### config.mk
export PLATFORM = sky130hd
export DESIGN_NAME = pc_fetch_unit
export DESIGN_NICKNAME = d
export VERILOG_FILES = /design/src/rtl/pc_fetch_unit_pkg.sv /design/src/rtl/pfu_next_pc.sv /design/src/rtl/pc_fetch_unit.sv
export SDC_FILE = /design/constraint.sdc
export NUM_CORES = 1
export LEC_CHECK = 0
export CORE_UTILIZATION = 40
export DETAILED_ROUTE_END_ITERATION = 10
export PLACE_DENSITY = 0.69
export SYNTH_ARGS = -nofsm -noshare
export SYNTH_HDL_FRONTEND = slang
export SYNTH_SLANG_ARGS = --single-unit
### constraint.sdc
create_clock -name i_clk -period 5.75 [get_ports i_clk]
set_input_delay 1.725 -clock i_clk [delete_from_list [all_inputs] [get_ports i_clk]]
set_output_delay 1.725 -clock i_clk [all_outputs]
set_load 0.03 [all_outputs]
### src/rtl/pc_fetch_unit_pkg.sv
// Shared next-PC select codes and reset/flush constants for the IF stage.
package pc_fetch_unit_pkg;

  localparam int unsigned PFU_OP_LENGTH = 3;

  typedef enum logic [PFU_OP_LENGTH-1:0] {
    PFU_OP_NEXT      = 3'd0,
    PFU_OP_OFFSET_16 = 3'd1,
    PFU_OP_OFFSET_26 = 3'd2,
    PFU_OP_JUMP      = 3'd3,
    PFU_OP_RS        = 3'd4
  } pfu_op_e;

  localparam logic [31:0] PFU_RESET_PC  = 32'h0000_3000;
  localparam logic [31:0] PFU_NOP_INSTR = 32'h0000_0000;

  // Shift a sign-extended word offset into a byte offset.
  function automatic logic [31:0] pfu_word_offset(input logic [25:0] off, input logic wide);
    logic [31:0] w_res;
    if (wide) begin
      w_res = {{4{off[25]}}, off[25:0], 2'b00};
    end else begin
      w_res = {{14{off[15]}}, off[15:0], 2'b00};
    end
    return w_res;
  endfunction

endpackage

### src/rtl/pfu_next_pc.sv
// Next-PC target mux and alignment check for the fetch unit.
module pfu_next_pc
  import pc_fetch_unit_pkg::*;
(
  input  logic [PFU_OP_LENGTH-1:0] i_pc_src,
  input  logic [31:0]              i_pc,
  input  logic [31:0]              i_id_pc,
  input  logic [25:0]              i_id_index,
  input  logic                     i_id_valid,
  input  logic [31:0]              i_rs_data,
  output logic [31:0]              o_next_pc,
  output logic                     o_redirect,
  output logic                     o_misaligned,
  output logic                     o_squash
);

  logic [31:0] w_pc4;
  logic [31:0] w_seq;
  logic [31:0] w_target;
  logic        w_redirect;
  logic        w_squash;

  assign w_pc4 = i_id_pc + 32'd4;
  assign w_seq = i_pc + 32'd4;

  always_comb begin
    w_target   = w_seq;
    w_redirect = 1'b0;
    w_squash   = 1'b0;
    // A flushed slot carries no real branch, so it can never redirect.
    if (i_id_valid) begin
      case (i_pc_src)
        PFU_OP_OFFSET_16: begin
          w_target   = w_pc4 + pfu_word_offset(i_id_index, 1'b0);
          w_redirect = 1'b1;
        end
        PFU_OP_OFFSET_26: begin
          w_target   = w_pc4 + pfu_word_offset(i_id_index, 1'b1);
          w_redirect = 1'b1;
          w_squash   = 1'b1;
        end
        PFU_OP_JUMP: begin
          w_target   = {w_pc4[31:28], i_id_index, 2'b00};
          w_redirect = 1'b1;
        end
        PFU_OP_RS: begin
          w_target   = i_rs_data;
          w_redirect = 1'b1;
        end
        default: begin
          w_target   = w_seq;
          w_redirect = 1'b0;
        end
      endcase
    end
  end

  assign o_next_pc    = {w_target[31:2], 2'b00};
  assign o_redirect   = w_redirect;
  assign o_misaligned = w_redirect & (w_target[1:0] != 2'b00);
  assign o_squash     = w_squash;

endmodule

### src/rtl/pc_fetch_unit.sv
// IF stage: PC register, IF/ID pipeline register and sticky fetch error flag.
module pc_fetch_unit
  import pc_fetch_unit_pkg::*;
#(
  parameter logic [31:0] RESET_PC  = PFU_RESET_PC,
  parameter logic [31:0] NOP_INSTR = PFU_NOP_INSTR
) (
  input  logic                     i_clk,
  input  logic                     i_rst,
  input  logic [PFU_OP_LENGTH-1:0] i_pc_src,
  input  logic                     i_stall,
  input  logic [31:0]              i_rs_data,
  input  logic [31:0]              i_imem_rdata,
  output logic [31:0]              o_imem_addr,
  output logic [31:0]              o_id_instr,
  output logic [31:0]              o_id_pc,
  output logic [31:0]              o_id_pc_plus8,
  output logic                     o_id_valid,
  output logic                     o_fetch_err
);

  logic [31:0] r_pc;
  logic [31:0] r_id_instr;
  logic [31:0] r_id_pc;
  logic        r_id_valid;
  logic        r_fetch_err;

  logic [31:0] w_next_pc;
  logic        w_redirect;
  logic        w_misaligned;
  logic        w_squash;

  pfu_next_pc u_next_pc (
    .i_pc_src     (i_pc_src),
    .i_pc         (r_pc),
    .i_id_pc      (r_id_pc),
    .i_id_index   (r_id_instr[25:0]),
    .i_id_valid   (r_id_valid),
    .i_rs_data    (i_rs_data),
    .o_next_pc    (w_next_pc),
    .o_redirect   (w_redirect),
    .o_misaligned (w_misaligned),
    .o_squash     (w_squash)
  );

  always_ff @(posedge i_clk or posedge i_rst) begin
    if (i_rst) begin
      r_pc        <= RESET_PC;
      r_id_instr  <= NOP_INSTR;
      r_id_pc     <= RESET_PC;
      r_id_valid  <= 1'b0;
      r_fetch_err <= 1'b0;
    end else if (!i_stall) begin
      r_pc    <= w_next_pc;
      r_id_pc <= r_pc;
      // Compact branches have no delay slot: the fetched word is dropped.
      if (w_squash) begin
        r_id_instr <= NOP_INSTR;
        r_id_valid <= 1'b0;
      end else begin
        r_id_instr <= i_imem_rdata;
        r_id_valid <= 1'b1;
      end
      if (w_redirect && w_misaligned) begin
        r_fetch_err <= 1'b1;
      end
    end
  end

  assign o_imem_addr   = r_pc;
  assign o_id_instr    = r_id_instr;
  assign o_id_pc       = r_id_pc;
  assign o_id_pc_plus8 = r_id_pc + 32'd8;
  assign o_id_valid    = r_id_valid;
  assign o_fetch_err   = r_fetch_err;

endmodule

==> run summary, run 1 <==
Global placement routability congestion -> 0.917
Slew Viols, Final -> 0
Routed WL -> 24,400 µm
Die height -> 136 µm
Initial Util -> 41.3%
Status -> completed
Nature of the critical path endpoint -> output port
Met1 usage -> 39.7%
Total GRT Usage -> 27.1%
Routed wire length per instance -> 19.9 µm
Total power -> 4.14 mW
Post-synth ARST share -> 100%
Worst Skew -> 7.87 ps
Min Tclk post-route -> 5090 ps
CP startpoint kind -> register
Die ar. -> 18,600 µm²
Vias -> 7,208
Met2 Resource Use GR -> 40.7%
Hold slack -> 469 ps
Iteration-0 DRC Markers -> 662
Leakage power -> 4.02 nW
Area growth, synth to finish -> 34.5%
Sequential area share after synthesis -> 32.7%
Hold Violations, Final -> 0
Remaining DRCs -> 0
CTS Root Cell -> clkbuf_16
# nets final -> 1,106
Critical Path AT -> 3360 ps
Synth Area per Inst -> 8.74 µm²
Min-Delay Path Class -> reg2reg
M3 GR Usage -> 3.54%
Initial antenna violation count -> 0
Ports -> 200
Critical Path RT -> 4030 ps
Hold Path Depth -> 1
Slew @ Worst Pin -> 950 ps
Layout cells sized above 1 -> 8.76%
DR vias/cell -> 5.86
Worst flop-to-flop path startpoint -> o_id_pc[2]
Post-CTS resize count -> 0
Post-DP HPWL -> 18,200 µm
CP max FO -> 7
Post-synth cell types -> 68
Post-synth EDFFs -> 0
Worst Hold Launch -> o_fetch_err
Period utilization -> 88.5%
Main combinational cell family by area after synthesis -> compound AO/OA/AOI/OAI gates
XOR/XNOR Fraction of Synth Area -> 9.10%
Mux cell area share after synthesis -> 5.41%
Synth Cell Area -> 7220 µm²
Post-synthesis compound-gate area fraction -> 24.5%
Simple-Gate Fraction of Synth Area -> 17.4%
CTS Hold Bufs -> 0
N_diodes -> 0
Design area -> 9700 µm²
Setup bufs post-CTS -> 0
Final setup fails -> 0
Hold Path End -> o_fetch_err
Synth Register Bits -> 94
Dpl cell area -> 9360 µm²
DRT antenna net count -> 0
Worst r2r path cells -> 16
CTS tree -> done
Cells after Synth -> 826
Worst skew pair latency -> 350 ps
Row count -> 48
Top FF cell, synth -> dfrtp_1
Power Density -> 426 nW/µm²
Worst VDD drop -> 0.256 mV
Setup WS post-layout -> 660 ps
Final setup TNS -> 0 ps
Number of global-route vias before repair -> 6,853
Sink Count -> 94
Fmax -> 0.196 GHz
Overflow after GRT -> 0
Drt first pass iters -> 6
RSZ-0062 raised after global routing -> false
CORE AREA -> 17,500 µm²
Pin count of the biggest net entering global routing -> 67
CTS H-Tree Depth -> 3
Worst-path clk slew -> 60 ps
R2r setup slk -> 1340 ps
Clk buf depth -> 2
Port Buffers -> 193
RR Endpoint -> o_imem_addr[31]
CP Class -> reg2out
Gr busiest metal -> met2
Max_slew headroom -> 36.7%
Max_cap viols -> 0
Place WS -> 404 ps
Chip width -> 136 µm
Adder-cell share of the synthesized area -> 6.35%
Cts bufs inserted -> 9
First-pass GRT wire length -> 38,400 µm
YS warnings -> 0
how the worst max path moves through the flow:
stage                startpoint                 to  slack (ps)  cells after the start
detailed placement  i_pc_src[0]    o_imem_addr[31]         400                     16
CTS                  o_id_pc[3]  o_id_pc_plus8[27]         660                      8
global placement    i_pc_src[0]    o_imem_addr[31]         450                     16
global route        i_pc_src[0]    o_imem_addr[31]         420                     16
floorplan           i_pc_src[1]    o_imem_addr[31]         800                     17
finish               o_id_pc[4]  o_id_pc_plus8[27]         660                      8
state kept, by name, summed over array words and instances, names as in the netlist:
register,flops
o_id_pc,30
o_id_valid,1
o_fetch_err,1
o_id_instr,32
o_imem_addr,30
critical path, cell delays in order, from the launching register on:
cell and delay [ps]:
dfrtp_1 510, ha_1 340, nand4_1 320, nor2_2 300, nand4_2 230, nor2_1 330
nand3_1 140, xnor2_1 150, clkdlybuf4s50_1 690
cell type report:
type / count / area (µm²)
Sequential cell: 94 / 2360
Timing Repair Buffer: 215 / 2090
Tap cell: 225 / 282
Inverter: 18 / 70.1
Clock buffer: 11 / 243
Fill cell: 1614 / 7770
Clock inverter: 4 / 95.1
Multi-Input combinational cell: 662 / 4560
layout by cell type, fill, tap and decap left out, drive strengths merged, types with 10 or more instances in the layout:
cell type      instances
a31oi                 13
a21o                  22
clkdlybuf4s50        192
o21ai                 40
nand2                 74
buf                   23
xnor2                 53
ha                    35
inv                   18
dfrtp                 90
xor2                  22
mux2                  32
nor3                  10
a221oi                16
clkbuf                11
a21oi                 71
a22o                  32
and3                  17
nand3                 35
nor2                  62
nand4                 17
o22a                  12
kinds of logic (layout without fill, tap and decap cells):
family	after synthesis	count (layout)
buf+inv	75	248
simple gates	251	251
fa+ha+maj	36	36
mux	35	35
flops	94	94
other cells	1	6
xor+xnor	75	75
compound gates	259	259
cell usage after synthesis, types with 5 or more instances:
library cell,number,share of area [%]
a21o_1,22,2.3
a21oi_1,71,4.9
ha_1,35,6.1
a31oi_1,13,1.1
mux2_2,32,5.0
xor2_1,22,2.7
buf_2,7,0.49
and4_1,8,0.97
a22o_1,32,3.9
clkbuf_1,36,1.9
and2_1,5,0.43
nand4_1,15,1.3
nand3_1,35,2.4
nor3_1,9,0.62
o22ai_1,5,0.43
o21a_1,6,0.62
nand2_1,73,3.8
nor2_1,60,3.1
a221oi_1,16,1.9
buf_1,6,0.31
dfrtp_1,90,31
a221o_1,7,0.97
nor2b_1,5,0.43
and3_1,14,1.2
inv_1,18,0.94
buf_4,7,0.73
o22a_1,11,1.3
xnor2_1,53,6.4
o21ai_0,40,2.8
nand2b_1,5,0.43
per-stage QoR:
step,instances,utilization [%]
2_1_floorplan,831,-
3_3_place_gp,1214,53.6
3_5_place_dp,1214,53.6
4_1_cts,1229,55.5
5_1_grt,1229,55.5
6_report,1229,55.5
power breakdown:
part	internal, mW	total [mW]	switching, mW
Combinational	1.01	2.31	1.31
Clock	0.434	0.691	0.257
Sequential	0.827	1.13	0.304
Total	2.27	4.14	1.87
metal layers:
metal,up-vias,part of all wire (%)
met5,-,0
met4,0,2.4
met3,38,7.0
met2,332,43
met1,3437,47
li1,3401,-
Note: power is estimated with default switching activity, not from simulation.
==> inputs of run 2 (changes only) <==
--- a/config.mk
+++ b/config.mk
@@ -8,6 +8,7 @@
 export CORE_UTILIZATION = 40
 export DETAILED_ROUTE_END_ITERATION = 10
 export PLACE_DENSITY = 0.69
+export RECOVER_POWER = 100
 export SYNTH_ARGS = -nofsm -noshare
 export SYNTH_HDL_FRONTEND = slang
 export SYNTH_SLANG_ARGS = --single-unit
==> run summary, run 2 (synthesis gave the netlist of run 1 again) <==
Number of flip-flops in the largest register -> 32 (unchanged)
Fmax -> 0.188 GHz (was 0.196 GHz)
Critical Path RT -> 5990 ps (was 4030 ps)
Min Tclk post-route -> 5320 ps (was 5090 ps)
Sequential Area -> 2360 µm² (unchanged)
Worst Skew -> 9.13 ps (was 7.87 ps)
Worst skew pair latency -> 350 ps (about the same)
Initial antenna violation count -> 0 (unchanged)
Max_slew headroom -> -62.8% (was 36.7%)
Worst Hold Launch -> o_fetch_err (unchanged)
Die height -> 136 µm (unchanged)
Layout cells sized above 1 -> 7.67% (was 8.76%)
Period utilization -> 92.5% (was 88.5%)
Remaining DRCs -> 0 (unchanged)
Area growth, synth to finish -> 33.8% (was 34.5%)
Die ar. -> 18,600 µm² (unchanged)
Max_cap viols -> 4 (was 0)
CTS Root Cell -> clkbuf_16 (unchanged)
Vias -> 7,194 (was 7,208)
Routed WL -> 24,300 µm (was 24,400 µm)
Hold Violations, Final -> 0 (unchanged)
Overflow after GRT -> 0 (unchanged)
Post-DP HPWL -> 18,200 µm (unchanged)
Pin count of the biggest net entering global routing -> 67 (unchanged)
Routed wire length per instance -> 19.8 µm (was 19.9 µm)
Final setup TNS -> 0 ps (unchanged)
Placed insts -> 1,214 (unchanged)
Worst r2r path cells -> 15 (was 16)
Met1 usage -> 39.7% (unchanged)
CP Class -> in2reg (was reg2out)
CP max stage delay -> 1250 ps (was 690 ps)
Cts bufs inserted -> 9 (unchanged)
RSZ-0062 raised after global routing -> false (unchanged)
Met2 Resource Use GR -> 40.7% (unchanged)
Iteration-0 DRC Markers -> 608 (was 662)
First-pass GRT wire length -> 38,400 µm (unchanged)
Chip width -> 136 µm (unchanged)
Port Buffers -> 193 (unchanged)
Initial Util -> 41.3% (unchanged)
M3 GR Usage -> 3.54% (unchanged)
CTS H-Tree Depth -> 3 (unchanged)
Most common cell after layout, fill and taps aside -> dlygate4sd3_1 (was clkdlybuf4s50_1)
CP startpoint -> i_pc_src[1] (was o_id_pc[4])
Min-Delay Path Class -> reg2reg (unchanged)
Row count -> 48 (unchanged)
RR Endpoint -> o_imem_addr[30] (was o_imem_addr[31])
Worst flop-to-flop path startpoint -> o_id_pc[4] (was o_id_pc[2])
Setup bufs post-CTS -> 0 (unchanged)
Nature of the critical path endpoint -> register (was output port)
# nets final -> 1,106 (unchanged)
DR vias/cell -> 5.85 (was 5.86)
Worst-path clk slew -> 70 ps (was 60 ps)
Total GRT Usage -> 27.1% (unchanged)
DRT antenna net count -> 0 (unchanged)
Worst VDD drop -> 0.243 mV (was 0.256 mV)
Slew Viols, Final -> 154 (was 0)
Ports -> 200 (unchanged)
Clk buf depth -> 2 (unchanged)
CTS tree -> done (unchanged)
CORE AREA -> 17,500 µm² (unchanged)
Design area -> 9660 µm² (was 9700 µm²)
Gr busiest metal -> met2 (unchanged)
Total power -> 4.04 mW (was 4.14 mW)
Number of global-route vias before repair -> 6,853 (unchanged)
Drt first pass iters -> 5 (was 6)
Global placement routability congestion -> 0.917 (unchanged)
Power Density -> 418 nW/µm² (was 426 nW/µm²)
Post-Layout Cell Count -> 1,229 (unchanged)
Most frequent cells in the layout -> dlygate4sd3_1, dfrtp_1, nand2_1 (was clkdlybuf4s50_1, dfrtp_1, nand2_1)
CP max FO -> 37 (was 7)
CP startpoint kind -> input pin (was register)
Failing checks -> max-capacitance violations, max-slew violations
CTS Hold Bufs -> 0 (unchanged)
N_diodes -> 0 (unchanged)
Sink Count -> 94 (unchanged)
Status -> finished with violations (was completed)
Sequence of cells on the critical path -> clkdlybuf4s50_1 > buf_4 > nor2_1 > and2_0 > clkbuf_1 > o21ai_2 > clkbuf_2 > a221oi_1 > a31oi_1 > o32a_1 (was ha_1 > nand4_1 > nor2_2 > nand4_2 > nor2_1 > nand3_1 > xnor2_1 > clkdlybuf4s50_1)
Final setup fails -> 0 (unchanged)
Multi-input gate area -> 4550 µm² (was 4560 µm²)
Crit-path slowest cell -> clkbuf_1 (was clkdlybuf4s50_1)
Critical Path AT -> 5560 ps (was 3360 ps)
Dpl cell area -> 9360 µm² (unchanged)
Slew @ Worst Pin -> 2440 ps (was 950 ps)
Post-CTS resize count -> 0 (unchanged)
R2r setup slk -> 1340 ps (about the same)
Filler Cells Inserted -> 1,630 (was 1,614)
Hold Path Depth -> 1 (unchanged)
Leakage power -> 4.06 nW (was 4.02 nW)
Hold Path End -> o_fetch_err (unchanged)
-- run 2: critical path: cells and delay by family --
kind | cells | cell delay (ps)
compound gates | 4 | 1110
buf+inv | 4 | 2420
simple gates | 2 | 300
-- run 2: per-stage QoR --
stage / setup slack (ps) / hold WS [ps] / util (%)
floorplan: 795 / 562 / -
global placement: 451 / 453 / 53.6
global route: 218 / 507 / 55.3
CTS: 655 / 479 / 55.5
detailed placement: 404 / 463 / 53.6
finish: 429 / 463 / 55.3
-- run 2: metal layers --
layer,wire (µm),up-vias
li1,-,3405
met1,11400,3433
met2,10700,326
met3,1740,30
met4,510,0
met5,0,-
-- run 2: how the worst max path moves through the flow --
stage	to	slack, ps
4_1_cts	o_id_pc_plus8[27]	660
5_1_grt	o_imem_addr[28]	220
6_report	o_imem_addr[18]	430
3_3_place_gp	o_imem_addr[31]	450
2_1_floorplan	o_imem_addr[31]	800
3_5_place_dp	o_imem_addr[31]	400
-- run 2: layout make-up --
class	instances	area share, %
inverter	18	0.713
timing repair buffer	215	21.3
tap	225	2.92
multi-input combinational	662	47.1
clock inverter	4	0.985
clock buffer	11	2.51
sequential	94	24.4
-- run 2: power by group --
part | switching [mW] | internal (mW) | total (mW) | leakage [nW]
registers | 0.296 | 0.827 | 1.12 | 1.11
clock network | 0.259 | 0.434 | 0.693 | 0.166
logic | 1.30 | 0.920 | 2.22 | 2.78
==> inputs of run 3 (changes only) <==
--- a/config.mk
+++ b/config.mk
@@ -9,6 +9,7 @@
 export DETAILED_ROUTE_END_ITERATION = 10
 export PLACE_DENSITY = 0.69
 export RECOVER_POWER = 100
+export SLEW_MARGIN = 20
 export SYNTH_ARGS = -nofsm -noshare
 export SYNTH_HDL_FRONTEND = slang
 export SYNTH_SLANG_ARGS = --single-unit
==> results of run 3 <==
The final DEF is identical to that of run 2; final timing and power are the same.
